`config.mk`:
```
export PLATFORM = sky130hd
export DESIGN_NAME = dac_sweep_sequencer
export DESIGN_NICKNAME = d
export VERILOG_FILES = /design/src/rtl/dac_sweep_sequencer.sv
export SDC_FILE = /design/constraint.sdc
export NUM_CORES = 1
export LEC_CHECK = 0
export BUFFER_PORTS_ARGS = -buffer_cell sky130_fd_sc_hd__buf_2
export CORE_ASPECT_RATIO = 1.75
export CORE_MARGIN = 1
export CORE_UTILIZATION = 55
export CTS_CLUSTER_DIAMETER = 50
export CTS_CLUSTER_SIZE = 12
export DETAILED_ROUTE_END_ITERATION = 8
export PLACE_DENSITY_LB_ADDON = 0.2
export SYNTH_ARGS = -nofsm -noshare
export SYNTH_HDL_FRONTEND = slang
export SYNTH_SLANG_ARGS = --single-unit
```
`constraint.sdc`:
```
create_clock -name Clk -period 6.5 [get_ports Clk]
set_clock_uncertainty 0.1 [all_clocks]
set_input_delay 1.3 -clock Clk [delete_from_list [all_inputs] [get_ports Clk]]
set_output_delay 1.3 -clock Clk [all_outputs]
set_load 0.02 [all_outputs]
```
`src/rtl/dac_sweep_sequencer.sv`:
```
// DAC threshold sweep sequencer: per DAC point it loads slow control, settles,
// emits a tagged header, runs a counted acquisition, drains late beats, then steps.
module dac_sweep_sequencer #(
  parameter int SETTLE_CYCLES = 1000,
  parameter int DRAIN_CYCLES  = 64
) (
  input  logic        Clk,
  input  logic        reset_n,
  input  logic        SweepStart,
  input  logic [9:0]  StartDac,
  input  logic [9:0]  EndDac,
  input  logic [9:0]  DacStep,
  input  logic [15:0] MaxPackageNumber,
  input  logic        MicrorocConfigDone,
  input  logic [15:0] ParallelData,
  input  logic        ParallelData_en,
  input  logic        UsbDataFifoFull,
  input  logic        DataTransmitDone,
  output logic [9:0]  OutDac,
  output logic        LoadSCParameters,
  output logic        AcqStartStop,
  output logic [15:0] SweepAcqData,
  output logic        SweepAcqData_en,
  output logic        SweepTestDone
);

  typedef enum logic [3:0] {
    S_IDLE, S_LOAD, S_WAIT_CFG, S_SETTLE, S_HEADER,
    S_ACQ, S_STOP, S_NEXT, S_WAIT_TX, S_DONE
  } state_t;

  localparam int          CNT_MAX  = (SETTLE_CYCLES > DRAIN_CYCLES) ? SETTLE_CYCLES : DRAIN_CYCLES;
  localparam int          CNT_W    = $clog2(CNT_MAX + 2);
  localparam logic [31:0] SETTLE_U = 32'(SETTLE_CYCLES);
  localparam logic [31:0] DRAIN_U  = 32'(DRAIN_CYCLES);

  state_t             state_q, state_d;
  logic               start_q;
  logic [9:0]         out_dac_q, out_dac_d;
  logic [9:0]         end_dac_q, end_dac_d;
  logic [9:0]         step_q, step_d;
  logic [15:0]        max_q, max_d;
  logic [15:0]        beat_cnt_q, beat_cnt_d;
  logic [CNT_W-1:0]   cyc_cnt_q, cyc_cnt_d;
  logic               load_q, load_d;
  logic               acq_q, acq_d;
  logic [15:0]        data_q, data_d;
  logic               data_en_q, data_en_d;
  logic               done_q, done_d;

  logic               start_edge_s;
  logic               abort_s;
  logic [9:0]         step_eff_s;
  logic [10:0]        sum_s;
  logic               cyc_last_settle_s;
  logic               cyc_last_drain_s;

  assign start_edge_s      = SweepStart & ~start_q;
  assign abort_s           = ~SweepStart && (state_q != S_IDLE) && (state_q != S_DONE);
  assign step_eff_s        = (step_q == 10'd0) ? 10'd1 : step_q;
  assign sum_s             = {1'b0, out_dac_q} + {1'b0, step_eff_s};
  assign cyc_last_settle_s = (32'(cyc_cnt_q) + 32'd1) >= SETTLE_U;
  assign cyc_last_drain_s  = (32'(cyc_cnt_q) + 32'd1) >= DRAIN_U;

  // Next-state, parameter latching, counters and output staging.
  always_comb begin
    state_d    = state_q;
    out_dac_d  = out_dac_q;
    end_dac_d  = end_dac_q;
    step_d     = step_q;
    max_d      = max_q;
    beat_cnt_d = beat_cnt_q;
    cyc_cnt_d  = '0;
    data_d     = data_q;
    data_en_d  = 1'b0;

    case (state_q)
      S_IDLE: begin
        if (start_edge_s) begin
          out_dac_d = StartDac;
          end_dac_d = EndDac;
          step_d    = DacStep;
          max_d     = MaxPackageNumber;
          state_d   = S_LOAD;
        end else begin
          state_d = S_IDLE;
        end
      end
      S_LOAD: begin
        beat_cnt_d = 16'd0;
        state_d    = S_WAIT_CFG;
      end
      S_WAIT_CFG: begin
        if (MicrorocConfigDone) begin
          state_d = S_SETTLE;
        end else begin
          state_d = S_WAIT_CFG;
        end
      end
      S_SETTLE: begin
        if (cyc_last_settle_s) begin
          state_d = S_HEADER;
        end else begin
          cyc_cnt_d = cyc_cnt_q + CNT_W'(1);
        end
      end
      S_HEADER: begin
        if (!UsbDataFifoFull) begin
          data_d    = {6'b101010, out_dac_q};
          data_en_d = 1'b1;
          state_d   = (max_q == 16'd0) ? S_NEXT : S_ACQ;
        end else begin
          state_d = S_HEADER;
        end
      end
      S_ACQ: begin
        if (ParallelData_en) begin
          data_d     = ParallelData;
          data_en_d  = 1'b1;
          beat_cnt_d = beat_cnt_q + 16'd1;
          if ((beat_cnt_q + 16'd1) == max_q) begin
            state_d = S_STOP;
          end else begin
            state_d = S_ACQ;
          end
        end else begin
          state_d = S_ACQ;
        end
      end
      S_STOP: begin
        // Late beats still reach the stream but no longer count toward the point.
        if (ParallelData_en) begin
          data_d    = ParallelData;
          data_en_d = 1'b1;
        end else begin
          data_en_d = 1'b0;
        end
        if (cyc_last_drain_s) begin
          state_d = S_NEXT;
        end else begin
          cyc_cnt_d = cyc_cnt_q + CNT_W'(1);
        end
      end
      S_NEXT: begin
        if (sum_s[10] || (sum_s[9:0] > end_dac_q)) begin
          state_d = S_WAIT_TX;
        end else begin
          out_dac_d = sum_s[9:0];
          state_d   = S_LOAD;
        end
      end
      S_WAIT_TX: begin
        if (DataTransmitDone) begin
          state_d = S_DONE;
        end else begin
          state_d = S_WAIT_TX;
        end
      end
      S_DONE: begin
        if (!SweepStart) begin
          state_d = S_IDLE;
        end else begin
          state_d = S_DONE;
        end
      end
      default: begin
        state_d = S_IDLE;
      end
    endcase

    if (abort_s) begin
      state_d   = S_IDLE;
      data_en_d = 1'b0;
      cyc_cnt_d = '0;
    end else begin
      cyc_cnt_d = cyc_cnt_d;
    end
  end

  assign load_d = (state_q == S_LOAD) && !abort_s;
  assign acq_d  = (state_d == S_ACQ);
  assign done_d = (state_d == S_DONE);

  // State, parameter and registered-output update with synchronous reset.
  always_ff @(posedge Clk) begin
    if (!reset_n) begin
      state_q    <= S_IDLE;
      start_q    <= 1'b0;
      out_dac_q  <= 10'd0;
      end_dac_q  <= 10'd0;
      step_q     <= 10'd0;
      max_q      <= 16'd0;
      beat_cnt_q <= 16'd0;
      cyc_cnt_q  <= '0;
      load_q     <= 1'b0;
      acq_q      <= 1'b0;
      data_q     <= 16'd0;
      data_en_q  <= 1'b0;
      done_q     <= 1'b0;
    end else begin
      state_q    <= state_d;
      start_q    <= SweepStart;
      out_dac_q  <= out_dac_d;
      end_dac_q  <= end_dac_d;
      step_q     <= step_d;
      max_q      <= max_d;
      beat_cnt_q <= beat_cnt_d;
      cyc_cnt_q  <= cyc_cnt_d;
      load_q     <= load_d;
      acq_q      <= acq_d;
      data_q     <= data_d;
      data_en_q  <= data_en_d;
      done_q     <= done_d;
    end
  end

  assign OutDac           = out_dac_q;
  assign LoadSCParameters = load_q;
  assign AcqStartStop     = acq_q;
  assign SweepAcqData     = data_q;
  assign SweepAcqData_en  = data_en_q;
  assign SweepTestDone    = done_q;

endmodule

```
==> impl_metrics.json, run 1 <==
{
  "regToRegStartpoint": "step_q[1]$_SDFFE_PN0P_",
  "power_density_nw_per_um2": 232,
  "p_int_uw": 1050,
  "drive_gt1_share_pct": 17.4,
  "outcome": "completed",
  "clkTransAtPathRegs_ns": 0.06,
  "drt-initial-drc-count": 350,
  "numCtsBuffers": 9,
  "hold_depth": 2,
  "cp-start-kind": "flip-flop",
  "power_switching_uw": 435,
  "reg2reg_depth": 17,
  "hold_class": "reg -> reg",
  "fin_ws_ns": 1.95,
  "r2r_slack_ns": 1.95,
  "avgViaCountPerCell": 5.92,
  "syn_inst": 695,
  "tightestPinTransition_ns": 1.09,
  "cts.htree.levels": 3,
  "hp-start": "SweepAcqData[10]$_SDFFE_PN0P_",
  "synth_top_cell_area_share_pct": 34.6,
  "area_growth_pct": 14.0,
  "grt_max_degree": 75,
  "hpwl_um": 11600,
  "rsz0062_at_grt": "no",
  "clkSinkCount": 97,
  "hold_viol": 0,
  "drc": 0,
  "setup_viol": 0,
  "fillers": 890,
  "drv_slew": 0,
  "vdd_drop_max_uv": 165,
  "path_class": "reg -> reg",
  "max_freq_mhz": 220,
  "start_util_pct": 56.6,
  "ys_async_sr_fraction_pct": 0,
  "place.gp.congestion": 1.04,
  "insertion_delay_ns": 0.34,
  "total_leakage_power_uw": 0.00281,
  "ys_seq_elements": 97,
  "synth_flop_cell": "dfxtp_1",
  "coreArea_um2": 9910,
  "tns_ns": 0,
  "antenna_found_initial": 1,
  "critPathCaptureType": "flip-flop",
  "synth_common_cells": "nand2_1, dfxtp_1, a21boi_0, clkbuf_1, nor2_1",
  "io_pins": 99,
  "postCtsHoldBufs": 0,
  "root_buffer": "clkbuf_16",
  "yosysMostFrequentCell": "nand2_1",
  "pwr-share-seq_pct": 44.3,
  "pre_cts_ws_ns": 1.51,
  "die_h_um": 136,
  "avgSynthCellArea_um2": 8.08,
  "cts_buffer_depth": 2,
  "ys_warn_count": 0,
  "worst_r2r_endpoint": "OutDac[2]$_SDFFE_PN0P_",
  "synth_edf_count": 0,
  "die_area_um2": 10600,
  "synthTopCellsByArea": "dfxtp_1, nand2_1, a21boi_0",
  "via_count": 5267,
  "fin_nets": 851,
  "ant_nets": 0,
  "crit_required_ns": 6.69,
  "fin_crit_sh_pct": 70.0,
  "port-buffer-count": 98,
  "grt.overflow.total": 0,
  "grt_pass1_vias": 5137,
  "ys_seq_area_share_pct": 34.6,
  "dr.pass1.iters": 5,
  "track_usage_pct": 29.8,
  "arrival_ns": 4.74,
  "num_rows": 48,
  "yosysUniqueCellTypes": 67,
  "routedWlPerCell_um": 17.4,
  "min_to": "SweepAcqData[10]$_SDFFE_PN0P_",
  "clockPowerShare_pct": 35.8,
  "combPwrFrac_pct": 19.9,
  "cts_resized": 0,
  "max_cap_viol_count": 0,
  "cts_tree": "yes",
  "cts_setup_buffers": 0,
  "synth_nets": 788,
  "grt_pass1_wl_um": 24300,
  "synth_area_leader_cell": "dfxtp_1",
  "dieWidth_um": 78.4,
  "switching_share_pct": 29.3,
  "routed_wirelength_um": 15500,
  "slew_headroom_pct": 27.1,
  "worstPathMaxFanout": 17,
  "netlist_area_um2": 5610,
  "layout_min_cycle_time_ns": 4.55
}
## kinds of logic after synthesis
group	after synthesis	synth area share, %
compound gates	156	19.6
simple gates	290	25.4
buf+inv	67	4.84
flops	97	34.6
xor+xnor	41	6.53
mux	20	3.57
fa+ha+maj	24	5.48
## placed cells by master, fill, tap and decap left out, drive strengths merged, types with 2 or more instances in the layout
cell type	netlist	routed
nand2	129	129
buf	9	103
dfxtp	97	97
a21boi	47	47
nor2	34	34
o21ai	29	29
xnor2	27	27
nand3	26	26
a21oi	24	24
ha	23	23
mux2i	20	20
nor3	18	18
o211a	18	18
inv	15	16
xor2	14	14
nor2b	14	14
nor4	13	13
clkbuf	42	13
nand4	12	12
and2	10	10
and3	7	7
nand2b	6	6
o211ai	5	5
a21o	4	4
a31oi	4	4
or4	4	4
o31ai	4	4
or3	3	3
o22ai	3	3
nor3b	3	3
a31o	3	3
and4	3	3
o21bai	2	2
o221ai	2	2
a211o	2	2
a311o	2	2
clkinv	1	2
## layer usage
| metal | wire (um) | vias to the layer above | track usage (%) |
|---|---|---|---|
| met2 | 8310 | 195 | 55.2 |
| met5 | 0 | - | 0 |
| li1 | - | 2560 | - |
| met4 | 1080 | 0 | 22.5 |
| met1 | 5460 | 2442 | 29.0 |
| met3 | 607 | 70 | 4.65 |
## critical path: stages (launching register included)
cell and delay, ns:
dfxtp_1 0.41, nor3_1 0.08, a31o_2 0.25, ha_1 0.20, a21o_1 0.18, a221o_1 0.32
o41ai_1 0.40, o21ai_0 0.19, xor2_1 0.23, ha_1 0.29, and4_1 0.24, nor2_1 0.10
nand2_1 0.07, a311o_1 0.40, o31ai_2 0.40, buf_4 0.30, mux2i_1 0.20, and2_1 0.14
## area by class of cell
cell class	count	area [um^2]	share of cell area, %
Clock buffer	13	280	4.38
Multi-Input combinational cell	531	3410	53.3
Sequential cell	97	1940	30.3
Inverter	16	60.1	0.939
Timing Repair Buffer	103	528	8.25
Clock inverter	3	21.3	0.332
Antenna cell	1	2.50	0.0391
Tap cell	125	156	2.44
## power by group through the flow
stage	clock [uW]	combinational, uW	sequential [uW]
global route	565	321	659
detailed placement	0	288	669
floorplan	0	195	662
finish	532	295	657
global placement	0	279	668
CTS	541	292	656
## worst max-delay path by stage
stage,from,endpoint,cells past startpoint
floorplan,OutDac[3]$_SDFFE_PN0P_,OutDac[0]$_SDFFE_PN0P_,15
global placement,step_q[1]$_SDFFE_PN0P_,OutDac[0]$_SDFFE_PN0P_,16
detailed placement,step_q[1]$_SDFFE_PN0P_,OutDac[0]$_SDFFE_PN0P_,16
CTS,step_q[1]$_SDFFE_PN0P_,OutDac[0]$_SDFFE_PN0P_,16
global route,step_q[1]$_SDFFE_PN0P_,AcqStartStop$_SDFF_PN0_,17
finish,step_q[1]$_SDFFE_PN0P_,OutDac[2]$_SDFFE_PN0P_,17
## metrics by stage
stage	util [%]	total power [uW]	hold WS [ns]	cells	area, um^2
5_1_grt	64.6	1550	0.385	889	6400
2_1_floorplan	-	857	0.341	695	5610
3_5_place_dp	61.4	957	0.359	871	6090
3_3_place_gp	61.4	947	0.349	871	6090
4_1_cts	64.5	1490	0.369	887	6390
6_report	64.6	1480	0.370	889	6400
## state kept, by name, summed over array words and instances (netlist names), 4 cells and up
signal and cells:
OutDac 10, SweepAcqData 16, max_q 16, state_q 4, end_dac_q 10, beat_cnt_q 16, step_q 10, cyc_cnt_q 10
Power figures use the tool's default switching activity.
==> run 2, diff against run 1 <==
==> constraint.sdc (replaced) <==
create_clock -name Clk -period 4.5 [get_ports Clk]
set_clock_uncertainty 0.1 [all_clocks]
set_input_delay 0.9 -clock Clk [delete_from_list [all_inputs] [get_ports Clk]]
set_output_delay 0.9 -clock Clk [all_outputs]
set_load 0.02 [all_outputs]
==> run 2 against run 1 <==
Clock power grew 40%. Final cell count shrank 0.11%. Largest cell class unchanged. First-iteration DRC count shrank 6.6%. Cell area shrank 0.12%. Largest power group unchanged. Clock-buffer cell count shrank 2. Critical path type unchanged. Flip-flop and latch count is the same.
==> impl_metrics.json, run 2 (synthesis gave the netlist of run 1 again) <==
{
  "drv_slew": 0,
  "total_leakage_power_uw": 0.00281,
  "critPathCaptureType": "flip-flop",
  "path_class": "reg -> reg",
  "final_common_cell": "nand2_1",
  "critPathBufInv": 1,
  "diodes": 0,
  "io_pins": 99,
  "drt-initial-drc-count": 327,
  "pre_cts_ws_ns": 0.258,
  "avgViaCountPerCell": 5.88,
  "track_usage_pct": 29.3,
  "die_area_um2": 10600,
  "ant_nets": 0,
  "final_util_pct": 64.5,
  "arrival_ns": 4.40,
  "worstPathMaxFanout": 21,
  "tightestPinTransition_ns": 1.22,
  "setup_viol": 0,
  "grt.overflow.total": 0,
  "rsz0062_at_grt": "no",
  "crit_required_ns": 4.64,
  "layout_common_cells": "nand2_1, buf_2, dfxtp_1",
  "dieWidth_um": 78.4,
  "clkSinkCount": 97,
  "grt_pass1_vias": 5104,
  "slowest_stage": "o41ai_1",
  "die_h_um": 136,
  "cp-start-kind": "flip-flop",
  "fin_crit_sh_pct": 94.6,
  "cts_setup_buffers": 0,
  "cts_buffer_depth": 2,
  "root_buffer": "clkbuf_16",
  "place_inst": 873,
  "cts.htree.levels": 3,
  "hold_viol": 0,
  "cts_tree": "yes",
  "cp_slowest_stage_delay_ns": 0.41,
  "coreArea_um2": 9910,
  "crit_chain": "nor3_1, a31o_2, ha_1, a21o_1, a221o_1, o41ai_1, o21ai_0, xor2_1, ha_1, and4_1, nor2_1, nand2_1, a311o_1, o31ai_2, buf_6, o211ai_1, o211a_1",
  "layout_min_cycle_time_ns": 4.26,
  "cts_resized": 0,
  "whs_ns": 0.367,
  "tns_ns": 0,
  "via_count": 5217,
  "clkTransAtPathRegs_ns": 0.07,
  "grt_max_degree": 77,
  "hold_class": "reg -> reg",
  "drc": 0,
  "routed_wirelength_um": 15100,
  "area_growth_pct": 13.9,
  "max_freq_mhz": 235,
  "postCtsHoldBufs": 0,
  "place.gp.congestion": 1.05,
  "numCtsBuffers": 9,
  "crit_top_cell": "ha_1",
  "antenna_found_initial": 0,
  "slew_headroom_pct": 18.5,
  "fillers": 887,
  "outcome": "completed",
  "num_rows": 48,
  "fin_ws_ns": 0.244,
  "hpwl_um": 11400,
  "power_density_nw_per_um2": 331,
  "stdcell_count": 888,
  "vdd_drop_max_uv": 291,
  "routedWlPerCell_um": 17.0,
  "drive_gt1_share_pct": 17.6,
  "grt_pass1_wl_um": 23900,
  "max_cap_viol_count": 0,
  "start_util_pct": 56.6,
  "crit_family": "compound AO/OA/AOI/OAI gates",
  "fin_nets": 852,
  "port-buffer-count": 98,
  "dr.pass1.iters": 5,
  "insertion_delay_ns": 0.35
}
[run 2: routing by layer]
layer | vias up | global-route usage, % | routed length (um)
met5 | - | 0 | 0
met4 | 0 | 22.1 | 928
met3 | 54 | 3.84 | 487
met2 | 152 | 54.8 | 8210
met1 | 2454 | 28.6 | 5490
li1 | 2557 | - | -
[run 2: area by class of cell]
class,count,area (um^2),share of cell area [%]
repair buffers,104,539,8.44
clock inverters,4,27.5,0.431
multi-input cells,531,3410,53.4
flip-flops and latches,97,1940,30.4
inverters,16,60.1,0.940
well taps,125,156,2.45
clock buffers,11,253,3.95
[run 2: through the flow]
stage	power (uW)	area [um^2]
3_5_place_dp	1380	6100
6_report	2120	6390
5_1_grt	2200	6390
3_3_place_gp	1370	6100
4_1_cts	2120	6380
2_1_floorplan	1240	5610
[run 2: power by group]
group	internal (uW)	switching [uW]	total [uW]
sequential	898	50.2	948
combinational	181	240	421
clock	403	343	746
total	1480	633	2120
[run 2: worst min-delay path, delay by kind of cell (launching register included)]
kind	cells	cell delay, ns
flip-flops	1	0.31
AO/OA/AOI/OAI	1	0.06
AND/OR/NAND/NOR	1	0.05
[run 2: path summary, 6_finish.rpt]
check                                 start                        end  slack [ns]  cells past startpoint
setup reg to reg     step_q[1]$_SDFFE_PN0P_     OutDac[0]$_SDFFE_PN0P_        0.24                     17
hold reg to reg   end_dac_q[3]$_SDFFE_PN0P_  end_dac_q[3]$_SDFFE_PN0P_        0.37                      2
hold / removal    end_dac_q[3]$_SDFFE_PN0P_  end_dac_q[3]$_SDFFE_PN0P_        0.37                      2
setup / recovery     step_q[1]$_SDFFE_PN0P_     OutDac[0]$_SDFFE_PN0P_        0.24                     17
==> run 3, diff against run 2 <==
--- a/config.mk
+++ b/config.mk
@@ -5,10 +5,11 @@
 export SDC_FILE = /design/constraint.sdc
 export NUM_CORES = 1
 export LEC_CHECK = 0
+export ABC_AREA = 1
 export BUFFER_PORTS_ARGS = -buffer_cell sky130_fd_sc_hd__buf_2
 export CORE_ASPECT_RATIO = 1.75
 export CORE_MARGIN = 1
-export CORE_UTILIZATION = 55
+export CORE_UTILIZATION = 50
 export CTS_CLUSTER_DIAMETER = 50
 export CTS_CLUSTER_SIZE = 12
 export DETAILED_ROUTE_END_ITERATION = 8
==> run 3 against run 2 <==
Core utilization fell by 5.1 points. First-iteration DRC count decreased by 40%. Total power increased by 6.1%.
==> impl_metrics.json, run 3 <==
{
  "outcome": "completed",
  "whs_ns": 0.370,
  "coreArea_um2": 10600,
  "grt_pass1_wl_um": 23700,
  "cts_tree": "yes",
  "fin_crit_sh_pct": 84.9,
  "slowest_stage": "fa_1",
  "final_area_um2": 6320,
  "crit_chain": "nor4_1, a31o_2, ha_1, fa_1, inv_1, nor2_1, nor2_1, o21bai_1, or2_2, nand2_1, inv_1, ha_1, nand2_1, a21oi_1, o21ai_0, nand3_2, nand2_2, o21ai_0, a21oi_1",
  "netlist_area_um2": 5450,
  "insertion_delay_ns": 0.35,
  "power_density_nw_per_um2": 355,
  "ys_warn_count": 0,
  "synthTopCellsByArea": "dfxtp_1, nand2_1, inv_1",
  "clkSinkCount": 97,
  "ys_async_sr_fraction_pct": 0,
  "clkTransAtPathRegs_ns": 0.07,
  "critPathCaptureType": "flip-flop",
  "total_leakage_power_uw": 0.00294,
  "synth_common_cells": "nand2_1, inv_1, dfxtp_1, nor2_1, o21ai_0",
  "die_area_um2": 11300,
  "place.gp.congestion": 0.996,
  "dr.pass1.iters": 5,
  "yosysMostFrequentCell": "nand2_1",
  "layout_min_cycle_time_ns": 3.82,
  "synth_area_leader_cell": "dfxtp_1",
  "grt.overflow.total": 0,
  "dieWidth_um": 80.9,
  "grt_max_degree": 61,
  "grt_pass1_vias": 5360,
  "synth_nets": 896,
  "ant_nets": 0,
  "antenna_found_initial": 0,
  "max_freq_mhz": 262,
  "cts_resized": 0,
  "cp-start-kind": "flip-flop",
  "synth_edf_count": 0,
  "synth_flop_cell": "dfxtp_1",
  "drc": 0,
  "routed_wirelength_um": 14700,
  "drt-initial-drc-count": 195,
  "cts.htree.levels": 3,
  "drive_gt1_share_pct": 17.4,
  "finalPower_uw": 2250,
  "postCtsHoldBufs": 0,
  "track_usage_pct": 27.2,
  "path_class": "reg -> reg",
  "max_cap_viol_count": 0,
  "layout_common_cells": "nand2_1, inv_1, buf_2",
  "syn_inst": 803,
  "avgSynthCellArea_um2": 6.78,
  "hold_depth": 2,
  "start_util_pct": 51.2,
  "hpwl_um": 11500,
  "io_pins": 99,
  "slew_headroom_pct": 47.1,
  "numCtsBuffers": 9,
  "vdd_drop_max_uv": 244,
  "rsz0062_at_grt": "no",
  "arrival_ns": 3.99,
  "final_common_cell": "nand2_1",
  "cts_buffer_depth": 2,
  "num_rows": 50,
  "yosysUniqueCellTypes": 40,
  "die_h_um": 140,
  "cp_slowest_stage_delay_ns": 0.47,
  "drv_slew": 0,
  "hold_class": "reg -> reg",
  "worstPathMaxFanout": 18,
  "tns_ns": 0,
  "cts_setup_buffers": 0,
  "placed_area_um2": 6000,
  "fin_nets": 978,
  "avgViaCountPerCell": 5.35,
  "setup_viol": 0,
  "hold_viol": 0,
  "reg2reg_depth": 19,
  "crit_required_ns": 4.67,
  "port-buffer-count": 98,
  "root_buffer": "clkbuf_16",
  "diodes": 0,
  "synth_top_cell_area_share_pct": 35.7,
  "area_growth_pct": 16.1,
  "ys_seq_area_share_pct": 35.7,
  "tightestPinTransition_ns": 0.792,
  "ys_seq_elements": 97,
  "final_util_pct": 59.4,
  "via_count": 5461,
  "routedWlPerCell_um": 14.4
}
==> run 3: cell types whose count changed after synthesis, moves of 41 or more <==
cell	delta
a21oi_1	+42
inv_1	+86
nand2_1	+46
a21boi_0	-47
nor2_1	+46
o21ai_0	+41
==> run 3: kinds of logic (layout without fill, tap and decap cells) <==
kind of cell             count (synthesis)  in the layout  share of synthesized area, %
AND/OR/NAND/NOR                        362            362                          29.4
buffers and inverters                  137            224                          9.72
multiplexers                             6              6                          1.10
adder cells (fa/ha/maj)                 24             24                          5.65
flip-flops                              97             97                          35.7
XOR/XNOR                                10             10                          1.61
AO/OA/AOI/OAI                          167            167                          16.8
==> run 3: critical path: cells and delay by family, from the launching register on <==
family / cells / cell delay [ns]
flops: 1 / 0.42
fa+ha+maj: 3 / 0.96
compound gates: 6 / 0.93
buf+inv: 2 / 0.14
simple gates: 8 / 1.19
==> run 3: final cells by class <==
class                   instances  area [um^2]
flip-flops and latches         97         1940
inverters                     105          394
well taps                     130          163
fillers                      1064         4310
clock buffers                   9          225
multi-input cells             569         2980
repair buffers                103          528
clock inverters                 7         93.8
==> run 3: final timing paths <==
kind | startpoint | to | slack (ns)
setup reg to reg | step_q[1]$_SDFFE_PN0P_ | OutDac[1]$_SDFFE_PN0P_ | 0.68
hold reg to reg | end_dac_q[2]$_SDFFE_PN0P_ | end_dac_q[2]$_SDFFE_PN0P_ | 0.37
hold / removal | end_dac_q[2]$_SDFFE_PN0P_ | end_dac_q[2]$_SDFFE_PN0P_ | 0.37
setup / recovery | step_q[1]$_SDFFE_PN0P_ | OutDac[1]$_SDFFE_PN0P_ | 0.68
==> run 3: metrics by stage <==
step                worst slack, ns  std cells
floorplan                      1.22        803
global placement              0.845       1004
detailed placement            0.717       1004
CTS                           0.673       1020
global route                  0.312       1020
finish                        0.680       1020
==> run 3: routing by layer <==
layer / vias up / share of wire, % / track usage (%)
met3: 37 / 3.5 / 4.82
met2: 136 / 57 / 53.4
met4: 0 / 3.5 / 12.6
li1: 2787 / - / -
met1: 2501 / 36 / 25.7
met5: - / 0 / 0
==> run 3: report_power, final <==
| part | internal, uW | switching [uW] | leakage, uW | total (uW) |
|---|---|---|---|---|
| clock network | 448 | 371 | 0.000153 | 819 |
| logic | 176 | 293 | 0.00199 | 469 |
| registers | 912 | 46.4 | 0.000792 | 958 |
